===== src/rtl/pkt_output_allocator.sv =====
// -----------------------------------------------------------------------------
// pkt_output_allocator
//
// Per-output-port packet allocator for the mesh router (one instance per
// output port). Up to NUM_IN input FIFOs compete for the port through
// round-robin arbitration. The winner keeps the port for its whole packet
// (wormhole). All flit movement is paced by the downstream clear-to-send.
//
// Optional watchdog: define PKT_ALLOC_WDOG_EN. A packet then stalls for at most
// WDOG_LIMIT consecutive cycles before it is aborted. Its remaining flits stay
// in the input FIFO. Without the macro, abort is tied low and the port waits
// for dcts indefinitely.
//
// Ports:
//   clk     in   clock, rising edge
//   rst     in   asynchronous active-low reset
//   req     in   [NUM_IN]        bit i: input i holds a header routed here
//   len_in  in   [NUM_IN*LEN_W]  packet length of requester i (flits incl.
//                                header); a length of 0 is treated as 1
//   dcts    in   downstream clear-to-send
//   grant   out  [NUM_IN]        one-hot FIFO read enable, one flit per cycle
//   sel     out  [NUM_IN]        one-hot crossbar select, registered
//   out_en  out  output-buffer load enable (= |grant)
//   rts     out  registered request-to-send (out_en delayed by one cycle)
//   busy    out  a packet currently owns the port
//   abort   out  one-cycle pulse when the watchdog kills a packet
// -----------------------------------------------------------------------------
module pkt_output_allocator #(
    parameter int unsigned NUM_IN     = 5,
    parameter int unsigned LEN_W      = 12,
    parameter int unsigned WDOG_LIMIT = 255
) (
    input  logic                      clk,
    input  logic                      rst,
    input  logic [NUM_IN-1:0]         req,
    input  logic [NUM_IN*LEN_W-1:0]   len_in,
    input  logic                      dcts,
    output logic [NUM_IN-1:0]         grant,
    output logic [NUM_IN-1:0]         sel,
    output logic                      out_en,
    output logic                      rts,
    output logic                      busy,
    output logic                      abort
);

    localparam int unsigned IDX_W = $clog2(NUM_IN);

    if (NUM_IN < 2 || WDOG_LIMIT < 1) begin : g_param_check
        $error("pkt_output_allocator: NUM_IN must be >= 2 and WDOG_LIMIT >= 1");
    end

    typedef enum logic {
        IDLE,
        XFER
    } state_t;

    state_t               state_q, state_d;
    logic [NUM_IN-1:0]    sel_q, sel_d;
    logic [LEN_W-1:0]     cnt_q, cnt_d;
    logic [IDX_W-1:0]     rr_q, rr_d;
    logic                 rts_q;

    logic                 win_found;
    logic [NUM_IN-1:0]    win_oh;
    logic [LEN_W-1:0]     win_len;
    logic [IDX_W-1:0]     owner_idx;

    // Round-robin search starting just above rr_q: first scan the indices
    // above the pointer, then wrap around to 0..rr_q. This avoids a modulo
    // and works for any NUM_IN.
    always_comb begin
        win_found = 1'b0;
        win_oh    = '0;
        win_len   = '0;
        for (int unsigned i = 0; i < NUM_IN; i++) begin
            if (!win_found && req[i] && (IDX_W'(i) > rr_q)) begin
                win_found = 1'b1;
                win_oh[i] = 1'b1;
                win_len   = len_in[i*LEN_W +: LEN_W];
            end
        end
        for (int unsigned i = 0; i < NUM_IN; i++) begin
            if (!win_found && req[i] && (IDX_W'(i) <= rr_q)) begin
                win_found = 1'b1;
                win_oh[i] = 1'b1;
                win_len   = len_in[i*LEN_W +: LEN_W];
            end
        end
    end

    // Index of the current owner. It becomes the new round-robin pointer, so
    // the owner just served has the lowest priority next.
    always_comb begin
        owner_idx = '0;
        for (int unsigned i = 0; i < NUM_IN; i++) begin
            if (sel_q[i]) begin
                owner_idx = IDX_W'(i);
            end
        end
    end

`ifdef PKT_ALLOC_WDOG_EN
    localparam int unsigned STALL_W = $clog2(WDOG_LIMIT + 1);
    logic [STALL_W-1:0] stall_q, stall_d;
    logic               abort_q, abort_d;
`endif

    always_comb begin
        state_d = state_q;
        sel_d   = sel_q;
        cnt_d   = cnt_q;
        rr_d    = rr_q;
        grant   = '0;
`ifdef PKT_ALLOC_WDOG_EN
        stall_d = '0;
        abort_d = 1'b0;
`endif
        unique case (state_q)
            IDLE: begin
                if (win_found) begin
                    sel_d   = win_oh;
                    cnt_d   = (win_len == '0) ? LEN_W'(1) : win_len;
                    state_d = XFER;
                end
            end
            XFER: begin
                grant = sel_q & {NUM_IN{dcts}};
                if (dcts) begin
                    cnt_d = cnt_q - 1'b1;
                    if (cnt_q == LEN_W'(1)) begin
                        state_d = IDLE;
                        sel_d   = '0;
                        rr_d    = owner_idx;
                    end
                end
`ifdef PKT_ALLOC_WDOG_EN
                else if (stall_q == STALL_W'(WDOG_LIMIT - 1)) begin
                    // The current cycle is the WDOG_LIMIT-th stalled one.
                    abort_d = 1'b1;
                    state_d = IDLE;
                    sel_d   = '0;
                    rr_d    = owner_idx;
                end else begin
                    stall_d = stall_q + 1'b1;
                end
`endif
            end
            default: begin
                state_d = IDLE;
                sel_d   = '0;
            end
        endcase
    end

    always_ff @(posedge clk or negedge rst) begin
        if (!rst) begin
            state_q <= IDLE;
            sel_q   <= '0;
            cnt_q   <= '0;
            rr_q    <= IDX_W'(NUM_IN - 1);
            rts_q   <= 1'b0;
        end else begin
            state_q <= state_d;
            sel_q   <= sel_d;
            cnt_q   <= cnt_d;
            rr_q    <= rr_d;
            rts_q   <= out_en;
        end
    end

`ifdef PKT_ALLOC_WDOG_EN
    always_ff @(posedge clk or negedge rst) begin
        if (!rst) begin
            stall_q <= '0;
            abort_q <= 1'b0;
        end else begin
            stall_q <= stall_d;
            abort_q <= abort_d;
        end
    end

    assign abort = abort_q;
`else
    assign abort = 1'b0;
`endif

    assign sel    = sel_q;
    assign out_en = |grant;
    assign rts    = rts_q;
    assign busy   = (state_q == XFER);

endmodule


===== config.mk =====
export PLATFORM = sky130hd
export DESIGN_NAME = pkt_output_allocator
export DESIGN_NICKNAME = d
export VERILOG_FILES = /design/src/rtl/pkt_output_allocator.sv
export SDC_FILE = /design/constraint.sdc
export NUM_CORES = 1
export LEC_CHECK = 0
export ABC_AREA = 1
export BUFFER_PORTS_ARGS = -buffer_cell sky130_fd_sc_hd__buf_2
export CAP_MARGIN = 10
export CORE_MARGIN = 2
export CORE_UTILIZATION = 25
export CTS_CLUSTER_SIZE = 8
export DETAILED_ROUTE_END_ITERATION = 10
export GPL_ROUTABILITY_DRIVEN = 0
export GPL_TIMING_DRIVEN = 0
export SKIP_CTS_REPAIR_TIMING = 1
export SYNTH_ARGS = -nofsm -noshare
export SYNTH_HDL_FRONTEND = slang
export SYNTH_SLANG_ARGS = --single-unit

===== constraint.sdc =====
create_clock -name clk -period 4 [get_ports clk]
set_clock_uncertainty 0.1 [all_clocks]
set_input_delay 0.2 -clock clk [delete_from_list [all_inputs] [get_ports clk]]
set_output_delay 0.2 -clock clk [all_outputs]
set_load 0.02 [all_outputs]

Word level (Yosys, flattened, before mapping) --
Index checks and enable logic that the tools add are counted.
Storage, ports and cells: bits in registers 22, latch bits 0, bits in writable memories 0, ROM bits 0, bits of input ports 68, output and inout bits 14, logic and storage cells 101, memories 0
Cells by class: add/sub/neg operators 1, multiply operators 0, div/mod/pow operators 0, order comparisons 10, equal/unequal tests 4, shift operators 0, muxes and demuxes 46, bitwise logic cells 2, reductions and logical operators 33
Operator list (number):
- two-way mux 12 bit | 13
- one-hot mux 12 bit (2 select lines) | 1
- two-way mux 1 bit | 23
- two-way mux 5 bit | 4
- logical AND 1 bit | 19
- == test 12 x 1 -> 1 bit, second input constant | 1
- logical NOT 12 bit | 1
- subtractor 12 x 1 -> 12 bit, second input constant | 1
- one-hot mux 5 bit (2 select lines) | 1
- logical NOT 1 bit | 9
- two-way mux 3 bit | 3
- > comparator 1 x 3 -> 1 bit, first input constant | 2
- > comparator 2 x 3 -> 1 bit, first input constant | 2
- <= comparator 1 x 3 -> 1 bit, first input constant | 2
- <= comparator 2 x 3 -> 1 bit, first input constant | 2
- AND reduction 3 bit | 2
- bitwise AND 5 bit | 1
- OR reduction 5 bit | 1
- != test 2 bit, second input constant | 2
- > comparator 3 bit, first input constant | 1
- <= comparator 3 bit, first input constant | 1
- != test 2 x 1 -> 1 bit, second input constant | 1
- one-hot mux 1 bit (2 select lines) | 1
- AND reduction 2 bit | 1
- NOT 1 bit | 1

Depth between registers and ports, before layout --
Gate-level depths: netlist of run 1.
depth after elaboration 43, gate-level depth with buffers 17, gate-level depth less buffers 16

Worst setup path after synthesis of run 1 --
OpenSTA, ideal clock, no wires.
path type reg-to-reg, from register rr_q[2], to register cnt_q[0], library setup time 0.117 ns, arrival time 1.851 ns, required time 3.783 ns, path slack 1.932 ns, stages on the path, launching flop included 17, path buffers 1, clock period less this slack 2.068 ns, path through dfstp_2 > inv_1 > nand3_1 > nand4_4 > nor2_4 > nand2_2 > nor2_4 > nand3_2 > buf_6 > nor2_1 > nor2_1 > nand2_1 > nor2_1 > nand3_1 > nand2_1 > nand2_1 > nand2_1
On the way: cells in the longest elaborated chain, start to end 43, elaborated cells between the ends (all ways) 64, those cells by class order compare (10); eq/ne (1); mux (23); reduce/logical (30)
Ends and longest elaborated chain:
- start: declaration | RTL line 60 | logic [IDX_W-1:0] rr_q, rr_d;
- start signal: assignment | RTL line 160 | rr_q <= IDX_W'(NUM_IN - 1);
- start signal: assignment | RTL line 166 | rr_q <= rr_d;
- > comparator 1 x 3 -> 1 bit | RTL line 76 | if (!win_found && req[i] && (IDX_W'(i) > rr_q)) begin
- logical AND 1 bit | RTL line 76
- two-way mux 1 bit | RTL line 76
- logical NOT 1 bit | RTL line 76
- logical AND 1 bit (2 in a row) | RTL line 76
- two-way mux 1 bit | RTL line 76
- logical NOT 1 bit | RTL line 76
- logical AND 1 bit (2 in a row) | RTL line 76
- (+24 left out)
- two-way mux 1 bit | RTL line 83 | if (!win_found && req[i] && (IDX_W'(i) <= rr_q)) begin
- logical NOT 1 bit | RTL line 83
- logical AND 1 bit (2 in a row) | RTL line 83
- two-way mux 12 bit | RTL line 83
- logical NOT 12 bit | RTL line 122 | cnt_d = (win_len == '0) ? LEN_W'(1) : win_len;
- two-way mux 12 bit | RTL line 122
- two-way mux 12 bit | RTL line 120 | if (win_found) begin
- one-hot mux 12 bit (2 select lines) | RTL line 118 | unique case (state_q)
- end signal: assignment | RTL line 165 | cnt_q <= cnt_d;
- end: declaration | RTL line 59 | logic [LEN_W-1:0] cnt_q, cnt_d;
Several ways; a longest one is shown, not always the timed one. The select of a mux whose other input is x is not followed. A chain may end at the register's enable or synchronous reset.

Final worst setup path of run 1 --
Ends and elaborated chain as after synthesis.

==> impl_results.md, run 1 <==
- PortBufs: 79
- Clk_lat worst skew: 0.26 ns
- Total area of sequential cells: 551.8 sq um
- TritonCTS Buffers: 3
- Total Nets Final: 582
- Reg clk slew, reported paths: 0.08 ns
- Leak pwr: 1.709 nW
- Max Fclk: 0.4121 GHz
- Worst Tran Pin Value: 0.6347 ns
- Row count: 36
- Nature of the critical path endpoint: flip-flop
- Starting DRT DRC Count: 178
- Largest net degree at the start of global routing: 23
- Final WL: 8.249 mm
- Top_reg_cell synth: dfrtp_1
- Final count of negative-setup-slack endpoints: 0
- WP data required: 4.06 ns
- Max incr delay on CP: 0.54 ns
- Power Dens Cells: 244.4 nW/um^2
- Min cycle time layout: 2.427 ns
- Maximum Capacitance Violations: 0
- Initial antenna violation count: 0
- CTS tree: yes
- Die area: 10630 sq um
- DR pass1 iterations: 5
- Area fraction of the dominant cell type after synthesis: 21.41%
- Status: finished clean
- # H-tree levels: 1
- Unique cell type count in the Yosys netlist: 36
- Layout cell share with drive strength beyond 1: 22.31%
- Total power: 0.7532 mW
- Worst slew margin: 57.69%
- Worst Hold Class: in -> reg
- Critical Path Source Type: flip-flop
- Setup TNS: 0 ns
- Vias per cell: 4.537
- Die boundary width: 103.1 um
- Ys async rst share: 100.0%
- Maximum vdd ir drop: 0.07977 mV
- DP HPWL: 6.623 mm
- CP Max Fanout: 10
- Root Driver: clkbuf_8
- Critical-path top delay cell: dfstp_2
- Fillers: 1140
- Post-synthesis sequential area ratio: 22.48%
- Hold WS: 0.1669 ns
- RSZ-0062 raised after global routing: false
- Initial Util: 25.47%
- Io pins: 82
- Total track usage: 15.85%
- Avg Cell Area, Syn: 5.749 sq um
- CP Class: reg -> reg
- Post-synth top cells: nor2_1, nand2_1, inv_1
- Grt ovf: 0
- Antenna diodes: 0
- Clock Tree Buf Depth: 2
- Sink Count: 22
- Critical path, cell by cell: inv_1 -> nand3_1 -> nand4_4 -> nor2_4 -> nand2_2 -> nor2_4 -> nand3_2 -> buf_6 -> nor2_1 -> nor2_1 -> nand2_1 -> nor2_1 -> nand3_1 -> nand2_1 -> nand2_1 -> nand2_1
- Post-route ant nets: 0
- Synth area leaders: dfrtp_1, nor2_1, nand3_1
- Die height: 103.1 um
- Syn Nets: 497
- Area of the multi-input gates: 1523 sq um
- First-pass GRT wire length: 13.51 mm
- Slew Limit Fails: 0
- Synthesized area: 2455 sq um
- Most used cell along the critical path: nand2_1
- Vias in the first global route: 2782
- Most common cell in the netlist: nor2_1
- Register bit total from synthesis: 22
- Cells after Synth: 427
- Yosys Warn Count: 0
- Vias: 2922
- Tcrit/Tclk final: 60.66%
- Syn-to-layout area delta: 25.54%
- Crit path DAT: 2.49 ns
- Most area-hungry cell type in the Yosys netlist: dfrtp_1
- Core area: 9639 sq um
- Drt drc: 0
- Post-synth EDFFs: 0
- Final hold viol count: 0
- Detailed-route wire length per cell: 12.81 um
routing by layer:
layer / part of all wire, % / vias up / global-route usage [%]
met2: 45 / 87 / 26.22
met4: 2.2 / 0 / 4.858
met1: 48 / 1309 / 21.84
met5: 0 / - / 0
li1: - / 1512 / -
met3: 4.6 / 14 / 1.492
cells by family after synthesis:
family,after synthesis,share of synthesized area (%)
AO/OA/AOI/OAI,46,10.40
XOR/XNOR,7,2.498
adder cells (fa/ha/maj),2,1.019
buffers and inverters,87,15.49
flip-flops,22,22.48
other,1,0.1528
AND/OR/NAND/NOR,262,47.96
layout make-up:
class | count | area share, %
Sequential cell | 22 | 17.90
Timing Repair Buffer | 80 | 13.15
Tap cell | 133 | 5.400
Clock buffer | 4 | 1.786
Buffer | 18 | 3.938
Inverter | 69 | 8.404
Multi-Input combinational cell | 318 | 49.41
per-stage QoR:
step	cell area, sq um	instances	setup WS [ns]	util [%]
CTS	3072	643	1.550	31.87
global placement	3017	639	1.619	31.30
detailed placement	3017	639	1.572	31.30
global route	3082	644	1.360	31.97
finish	3082	644	1.574	31.97
floorplan	2455	427	1.932	-
layout by cell type, fill, tap and decap left out, types with 2 or more instances in the layout:
cell type   n
nand3_1    63
a31oi_1     3
ha_1        2
a22oi_1     2
o21ai_1     4
nor2_4      3
o22ai_1     3
nand2_1    79
nand2_2     2
clkinv_1    2
a21oi_1    12
clkbuf_8    4
nand4_1     8
nor2_1     95
xnor2_1     2
buf_6       4
o211ai_1    2
inv_1      66
buf_4       5
o21ai_0    18
buf_2      83
clkbuf_1    4
nand3_2     2
dfrtp_1    21
xor2_1      5
nor2_2      5
worst max-delay path, delay by kind of cell (launching register included):
kind | cells | cell delay [ns]
and+or+nand+nor | 14 | 1.44
DFF | 1 | 0.54
buffers and inverters | 2 | 0.24
flip-flops by register name, summed over array words and instances (netlist names):
signal,count
cnt_q,12
sel,5
rts,1
rr_q,3
busy,1
power by group:
part | total (mW) | switching [mW] | internal [mW]
clock | 0.163 | 0.0748 | 0.0878
combinational | 0.291 | 0.173 | 0.118
sequential | 0.300 | 0.0359 | 0.264
total | 0.753 | 0.283 | 0.470
path summary, 6_finish.rpt:
| kind | end | cells past startpoint | slack [ns] | from |
|---|---|---|---|---|
| min in group asynchronous | sel[2] | 2 | 0.35 | rst |
| min | busy | 3 | 0.17 | req[4] |
| max reg2reg | cnt_q[0] | 16 | 1.57 | rr_q[2] |
| max in group asynchronous | rr_q[2] | 2 | 3.09 | rst |
| max | cnt_q[0] | 16 | 1.57 | rr_q[2] |
| min reg2reg | rr_q[2] | 2 | 0.43 | rr_q[2] |
Power figures use the tool's default switching activity.
==> inputs of run 2 (changes only) <==
Settings changed: ABC_AREA 1 to 0.
Clock period 4 ns to 1.96 ns, I/O delays scaled along.
==> run 2 against run 1 <==
Net effect: the run now ends with setup timing left; via count shrank 7.0%; synthesized cell count shrank 36%; maximum frequency is 1.4% lower; critical path depth down 8; wire length grew 4.5%; count of clock-buffer cells in the layout shrank 1; register-to-register slack worse by 2.1 ns.
==> impl_results.md, run 2 <==
- Die height: 95.23 um (-7.6%)
- Yosys Warn Count: 0 (unchanged)
- Slew Limit Fails: 0 (unchanged)
- Max reg flops: 12 (unchanged)
- Row count: 33 (-8.3%)
- Reg clk slew, reported paths: 0.09 ns (about the same)
- WP data required: 2.03 ns (-2.03 ns)
- Maximum Capacitance Violations: 0 (unchanged)
- Largest Register: cnt_q
- Synthesized area: 2081 sq um (-15%)
- Tcrit/Tclk final: 125.6% (+65 points)
- Fillers: 829 (-27%)
- CTS tree: yes
- Drt drc: 0 (unchanged)
- Crit path DAT: 2.53 ns (+0.04 ns)
- Status: complete, but fails checks
- Vias: 2716 (-7.0%)
- Largest net degree at the start of global routing: 23 (unchanged)
- Power Dens Cells: 533.1 nW/um^2 (+120%)
- Worst Tran Pin Value: 0.5740 ns (-0.06067 ns)
- Vias in the first global route: 2419 (-13%)
- Total Nets Final: 445 (-24%)
- Post-synth EDFFs: 0 (unchanged)
- Final count of negative-setup-slack endpoints: 11 (+11)
- Root Driver: clkbuf_8
- Critical Path Source Type: flip-flop
- Failing checks: setup timing
- Top_reg_cell synth: dfrtp_1
- Syn Nets: 342 (-31%)
- DR pass1 iterations: 5 (unchanged)
- Initial Util: 25.58% (+0.11 points)
- Total track usage: 17.32% (+1.5 points)
- DP HPWL: 6.233 mm (-5.9%)
- Setup TNS: -2.504 ns (-2.504 ns)
- Layout cell share with drive strength beyond 1: 42.25% (+20 points)
- Worst slew margin: 61.73% (+4.0 points)
- Maximum vdd ir drop: 0.3045 mV (+280%)
- Most common cell in the netlist: nand2_1
- Post-synthesis sequential area ratio: 26.52% (+4.0 points)
- Clk_lat worst skew: 0.27 ns (about the same)
- Commonest non-fill, non-tap cell in the layout: buf_2
- Nature of the critical path endpoint: flip-flop
- Final worst slack: -0.5014 ns (-2.075 ns)
- CP Class: reg -> reg
- Ys async rst share: 100.0% (unchanged)
- Clock Tree Buf Depth: 2 (unchanged)
- Die boundary width: 95.23 um (-7.6%)
- First-pass GRT wire length: 12.27 mm (-9.2%)
- Io pins: 82 (unchanged)
- Vias per cell: 5.670 (+25%)
- Cells after Synth: 272 (-36%)
- TritonCTS Buffers: 3 (unchanged)
- Unique cell type count in the Yosys netlist: 58 (+61%)
- Register bit total from synthesis: 22 (unchanged)
- Leak pwr: 1.410 nW (-18%)
- Die area: 9069 sq um (-15%)
- RSZ-0062 raised after global routing: true
- Post-route ant nets: 0 (unchanged)
- Reg2reg start: rr_q[1]
- Total power: 1.692 mW (+120%)
- Final hold viol count: 0 (unchanged)
- Post-synth top cells: nand2_1, dfrtp_1, o21ai_0
- Avg Cell Area, Syn: 7.650 sq um (+33%)
- PortBufs: 78 (-1.3%)
- Hold Startpoint: len_in[47]
- Syn-to-layout area delta: 52.56%
- Synth area leaders: dfrtp_1, nand2_1, o21ai_0
- Sink Count: 22 (unchanged)
- WHS Path Cells: 3 (unchanged)
- Worst Hold Class: in -> reg
- R2R depth: 8 (-8)
- Detailed-route wire length per cell: 17.99 um (+40%)
- Initial antenna violation count: 0 (unchanged)
- Core area: 8134 sq um (-16%)
- Hold EP: cnt_q[11]
- Starting DRT DRC Count: 223 (+25%)
- Antenna diodes: 0 (unchanged)
- Grt ovf: 0 (unchanged)
- Most frequent cells in the layout: buf_2, nand2_1, buf_4
- # H-tree levels: 1 (unchanged)
- Max Fclk: 0.4063 GHz (-1.4%)
- Min cycle time layout: 2.461 ns (+0.03487 ns)
- Flop2flop setup slack: -0.50 ns (-2.07 ns)
- Area fraction of the dominant cell type after synthesis: 25.26% (+3.8 points)
- CP Max Fanout: 7 (-3)
- Most area-hungry cell type in the Yosys netlist: dfrtp_1
- Final WL: 8.617 mm (+4.5%)
- R2R Path End: cnt_q[0]
-- run 2: report_power, final --
| part | switching, mW | total [mW] | internal [mW] | leakage (nW) |
|---|---|---|---|---|
| sequential | 0.120 | 0.657 | 0.537 | 0.267 |
| combinational | 0.329 | 0.609 | 0.280 | 1.11 |
| clock | 0.154 | 0.427 | 0.273 | 0.0357 |
-- run 2: worst max-delay path, stage by stage (launching register included) --
cell	delay, ns
dfrtp_1	0.38
buf_6	0.14
o21bai_4	0.18
nor2b_4	0.15
and3_4	0.17
or2_4	0.25
a221o_1	0.33
or4_4	0.49
o31ai_2	0.18
-- run 2: how the worst max path moves through the flow --
stage / slack, ns / to / cells past startpoint / start
4_1_cts: -0.75 / cnt_q[0] / 8 / rr_q[0]
2_1_floorplan: -0.38 / cnt_q[0] / 8 / rr_q[1]
5_1_grt: -0.56 / cnt_q[0] / 8 / rr_q[1]
3_5_place_dp: -0.72 / cnt_q[0] / 8 / rr_q[0]
3_3_place_gp: -0.72 / cnt_q[0] / 9 / rr_q[1]
6_report: -0.50 / cnt_q[0] / 8 / rr_q[1]
-- run 2: cell type report --
| class | instances | area, sq um | area share, % |
|---|---|---|---|
| buffer | 17 | 100.1 | 3.153 |
| clock buffer | 3 | 41.29 | 1.301 |
| clock inverter | 1 | 30.03 | 0.9460 |
| inverter | 10 | 37.54 | 1.183 |
| multi-input combinational | 220 | 1697 | 53.45 |
| sequential | 22 | 553.0 | 17.42 |
| tap | 105 | 131.4 | 4.139 |
| timing repair buffer | 101 | 584.3 | 18.41 |
-- run 2: routing by layer --
metal / track usage (%) / vias up / wire (um)
met5: 0 / - / 0
met4: 5.676 / 0 / 194
met3: 2.767 / 14 / 744
met2: 27.00 / 160 / 4019
met1: 24.37 / 1296 / 3659
li1: - / 1246 / -
-- run 2: cell families (layout without fill, tap and decap cells) --
logic type | after synthesis | in the layout | synth area share (%)
AO/OA/AOI/OAI | 101 | 101 | 35.30
multiplexers | 4 | 4 | 1.984
XOR/XNOR | 4 | 4 | 1.684
adder cells (fa/ha/maj) | 2 | 2 | 1.202
other | 1 | 1 | 0.1802
buffers and inverters | 30 | 132 | 6.494
flip-flops | 22 | 22 | 26.52
AND/OR/NAND/NOR | 108 | 108 | 26.64
-- run 2: through the flow --
stage,setup slack [ns],utilization (%),area (sq um),hold WS (ns),cells
after floorplan,-0.3785,-,2146,-0.2976,272
after global placement,-0.7230,32.80,2668,-0.00003464,455
after detailed placement,-0.7173,32.80,2668,-0.003182,455
after CTS,-0.7478,33.67,2739,-0.2929,459
after global routing,-0.5573,39.02,3174,0.08093,479
final,-0.5014,39.02,3174,0.08299,479
==> inputs of run 3 (changes only) <==
Settings changed: CAP_MARGIN 10 to 15, GPL_TIMING_DRIVEN 0 to 1.
==> run 3 against run 2 <==
Net effect: the flow finishes with violations (hold timing, setup timing); sequential power fell by 4.6%; total power is 5.3% higher; die area did not move; setup slack got worse by 0.025 ns; largest power group is now combinational logic; wire length increased by 8.1%; via count increased by 6.0%; utilization is 7.7 points higher; critical path type unchanged; cell count grew 13%; global-route usage increased by 1.8 points; critical endpoint unchanged.
==> impl_results.md, run 3 (synthesis results as in run 2) <==
- Most used cell along the critical path: buf_6
- Most frequent cells in the layout: buf_4, buf_2, nand2_1
- Nature of the critical path endpoint: flip-flop
- Critical path, cell by cell: nor2b_2 -> nand2_2 -> o21ai_2 -> buf_6 -> buf_6 -> a221oi_4 -> o2111ai_2 -> or4_4 -> o31ai_2
- Total track usage: 19.12% (+1.8 points)
- Failing checks: hold timing, setup timing
- Initial Util: 25.58% (unchanged)
- Largest Register: cnt_q
- Power share of the sequential group: 35.2% (-3.6 points)
- Final WL: 9.317 mm (+8.1%)
- PortBufs: 80 (+2.6%)
- Vias in the first global route: 2782 (+15%)
- CP Launch Point: rr_q[2]
- # H-tree levels: 1 (unchanged)
- Reg2reg start: rr_q[2]
- Cell family with most CP delay: compound AO/OA/AOI/OAI gates
- Combinational power share: 45.4% (+9.4 points)
- Reg clk slew, reported paths: 0.09 ns (about the same)
- Crit path DAT: 2.57 ns (+0.04 ns)
- Max Fclk: 0.4022 GHz (-1.0%)
- Post-route ant nets: 0 (unchanged)
- Antenna diodes: 0 (unchanged)
- Total Nets Final: 506 (+14%)
- Critical Path Source Type: flip-flop
- Setup TNS: -2.677 ns (-0.1723 ns)
- Fillers: 785 (-5.3%)
- R2R Path End: cnt_q[0]
- Detailed-route wire length per cell: 17.25 um (-4.1%)
- Sink Count: 22 (unchanged)
- Internal power: 1.126 mW (+3.4%)
- RSZ-0062 raised after global routing: true
- DP HPWL: 6.945 mm (+11%)
- WHS Path Cells: 3 (unchanged)
- Vias per cell: 5.331 (-6.0%)
- Die boundary width: 95.23 um (unchanged)
- Grt ovf: 0 (unchanged)
- CP Max Fanout: 5 (-2)
- Clk_lat worst skew: 0.27 ns (about the same)
- Slew Limit Fails: 0 (unchanged)
- Final count of negative-setup-slack endpoints: 18 (+7)
- Crit path capture: cnt_q[0]
- Commonest non-fill, non-tap cell in the layout: buf_4
- Max incr delay on CP: 0.61 ns (+0.12 ns)
- Worst Hold Class: in -> reg
- CP Class: reg -> reg
- Final std cells w/o fill: 540 (+13%)
- Vias: 2879 (+6.0%)
- Fin util: 46.73% (+7.7 points)
- Pre-CTS setup slack: -0.5289 ns (+0.1884 ns)
- Row count: 33 (unchanged)
- WP buf/inv: 2 (+1)
- Tcrit/Tclk final: 126.9% (+1.3 points)
- Sw frac: 36.79% (+1.2 points)
- Critical-path top delay cell: dfstp_2
- Clock power frac: 19.4% (-5.8 points)
- Root Driver: clkbuf_8
- Dpl cells: 519 (+14%)
- Hold WS: -0.0003898 ns (-0.08338 ns)
- Maximum vdd ir drop: 0.3122 mV (+2.5%)
- Status: complete, but fails checks
- Worst Tran Pin Value: 0.5773 ns (+0.003268 ns)
- WP depth: 9 (+1)
- Area post-placement: 3186 sq um (+19%)
- Initial antenna violation count: 0 (unchanged)
- Syn-to-layout area delta: 82.68%
- Final instance area: 3801 sq um (+20%)
- WP data required: 2.04 ns (about the same)
- Largest net degree at the start of global routing: 23 (unchanged)
- DR pass1 iterations: 4 (-1)
- Drt drc: 0 (unchanged)
- Layout cell share with drive strength beyond 1: 56.32% (+14 points)
- Die area: 9069 sq um (unchanged)
- Final hold viol count: 1 (+1)
- Die height: 95.23 um (unchanged)
- P_sw: 0.6554 mW (+8.7%)
- Power Dens Cells: 468.6 nW/um^2 (-12%)
- Starting DRT DRC Count: 132 (-41%)
- Clock Tree Buf Depth: 2 (unchanged)
- Core area: 8134 sq um (unchanged)
- TritonCTS Buffers: 3 (unchanged)
- Worst slew margin: 61.43% (-0.30 points)
- Io pins: 82 (unchanged)
- Leak pwr: 1.784 nW (+27%)
- Maximum Capacitance Violations: 0 (unchanged)
- Max reg flops: 12 (unchanged)
- Flop2flop setup slack: -0.53 ns (-0.03 ns)
- R2R depth: 9 (+1)
- Min cycle time layout: 2.486 ns (+0.02513 ns)
- First-pass GRT wire length: 13.57 mm (+11%)
- CTS tree: yes
- Final worst slack: -0.5265 ns (-0.02513 ns)
==> run 3: worst min-delay path by stage <==
stage                     from        to  slack (ns)
floorplan                  rst      busy       -0.30
global placement           rst       rts       0.006
detailed placement         rst       rts        0.01
CTS                        rst       rts       -0.28
global route        len_in[48]  cnt_q[0]        0.01
finish              len_in[48]  cnt_q[0]     -0.0004
==> run 3: area by class of cell <==
| class | instances | area, sq um | share of cell area (%) |
|---|---|---|---|
| repair buffers | 179 | 1210 | 31.83 |
| flip-flops and latches | 22 | 553.0 | 14.55 |
| multi-input cells | 220 | 1814 | 47.73 |
| well taps | 105 | 131.4 | 3.456 |
| inverters | 10 | 37.54 | 0.9875 |
| clock buffers | 4 | 55.05 | 1.448 |
==> run 3: per-layer routing <==
| metal | vias up | track usage [%] | share of wire (%) | routed length, um |
|---|---|---|---|---|
| li1 | 1372 | - | - | - |
| met5 | - | 0 | 0 | 0 |
| met3 | 24 | 1.976 | 6.1 | 568 |
| met1 | 1365 | 26.34 | 43 | 3998 |
| met2 | 118 | 31.98 | 48 | 4481 |
| met4 | 0 | 4.710 | 2.9 | 268 |
==> run 3: per-stage QoR <==
step / total power [mW] / hold slack [ns]
final: 1.781 / -0.0003898
after global routing: 1.900 / 0.01273
after CTS: 1.657 / -0.2788
after detailed placement: 1.314 / 0.01423
after global placement: 1.300 / 0.005768
after floorplan: 0.9577 / -0.2976
==> run 3: power by group through the flow <==
stage / Combinational (mW) / Sequential, mW / Clock, mW
floorplan: 0.331 / 0.627 / 0
global placement: 0.683 / 0.617 / 0
detailed placement: 0.692 / 0.623 / 0
CTS: 0.694 / 0.615 / 0.349
global route: 0.892 / 0.641 / 0.368
finish: 0.809 / 0.627 / 0.345
==> run 3: worst min-delay path, cell delays in order <==
cell      delay (ns)
buf_2           0.09
a311oi_1        0.09
o31ai_2         0.06
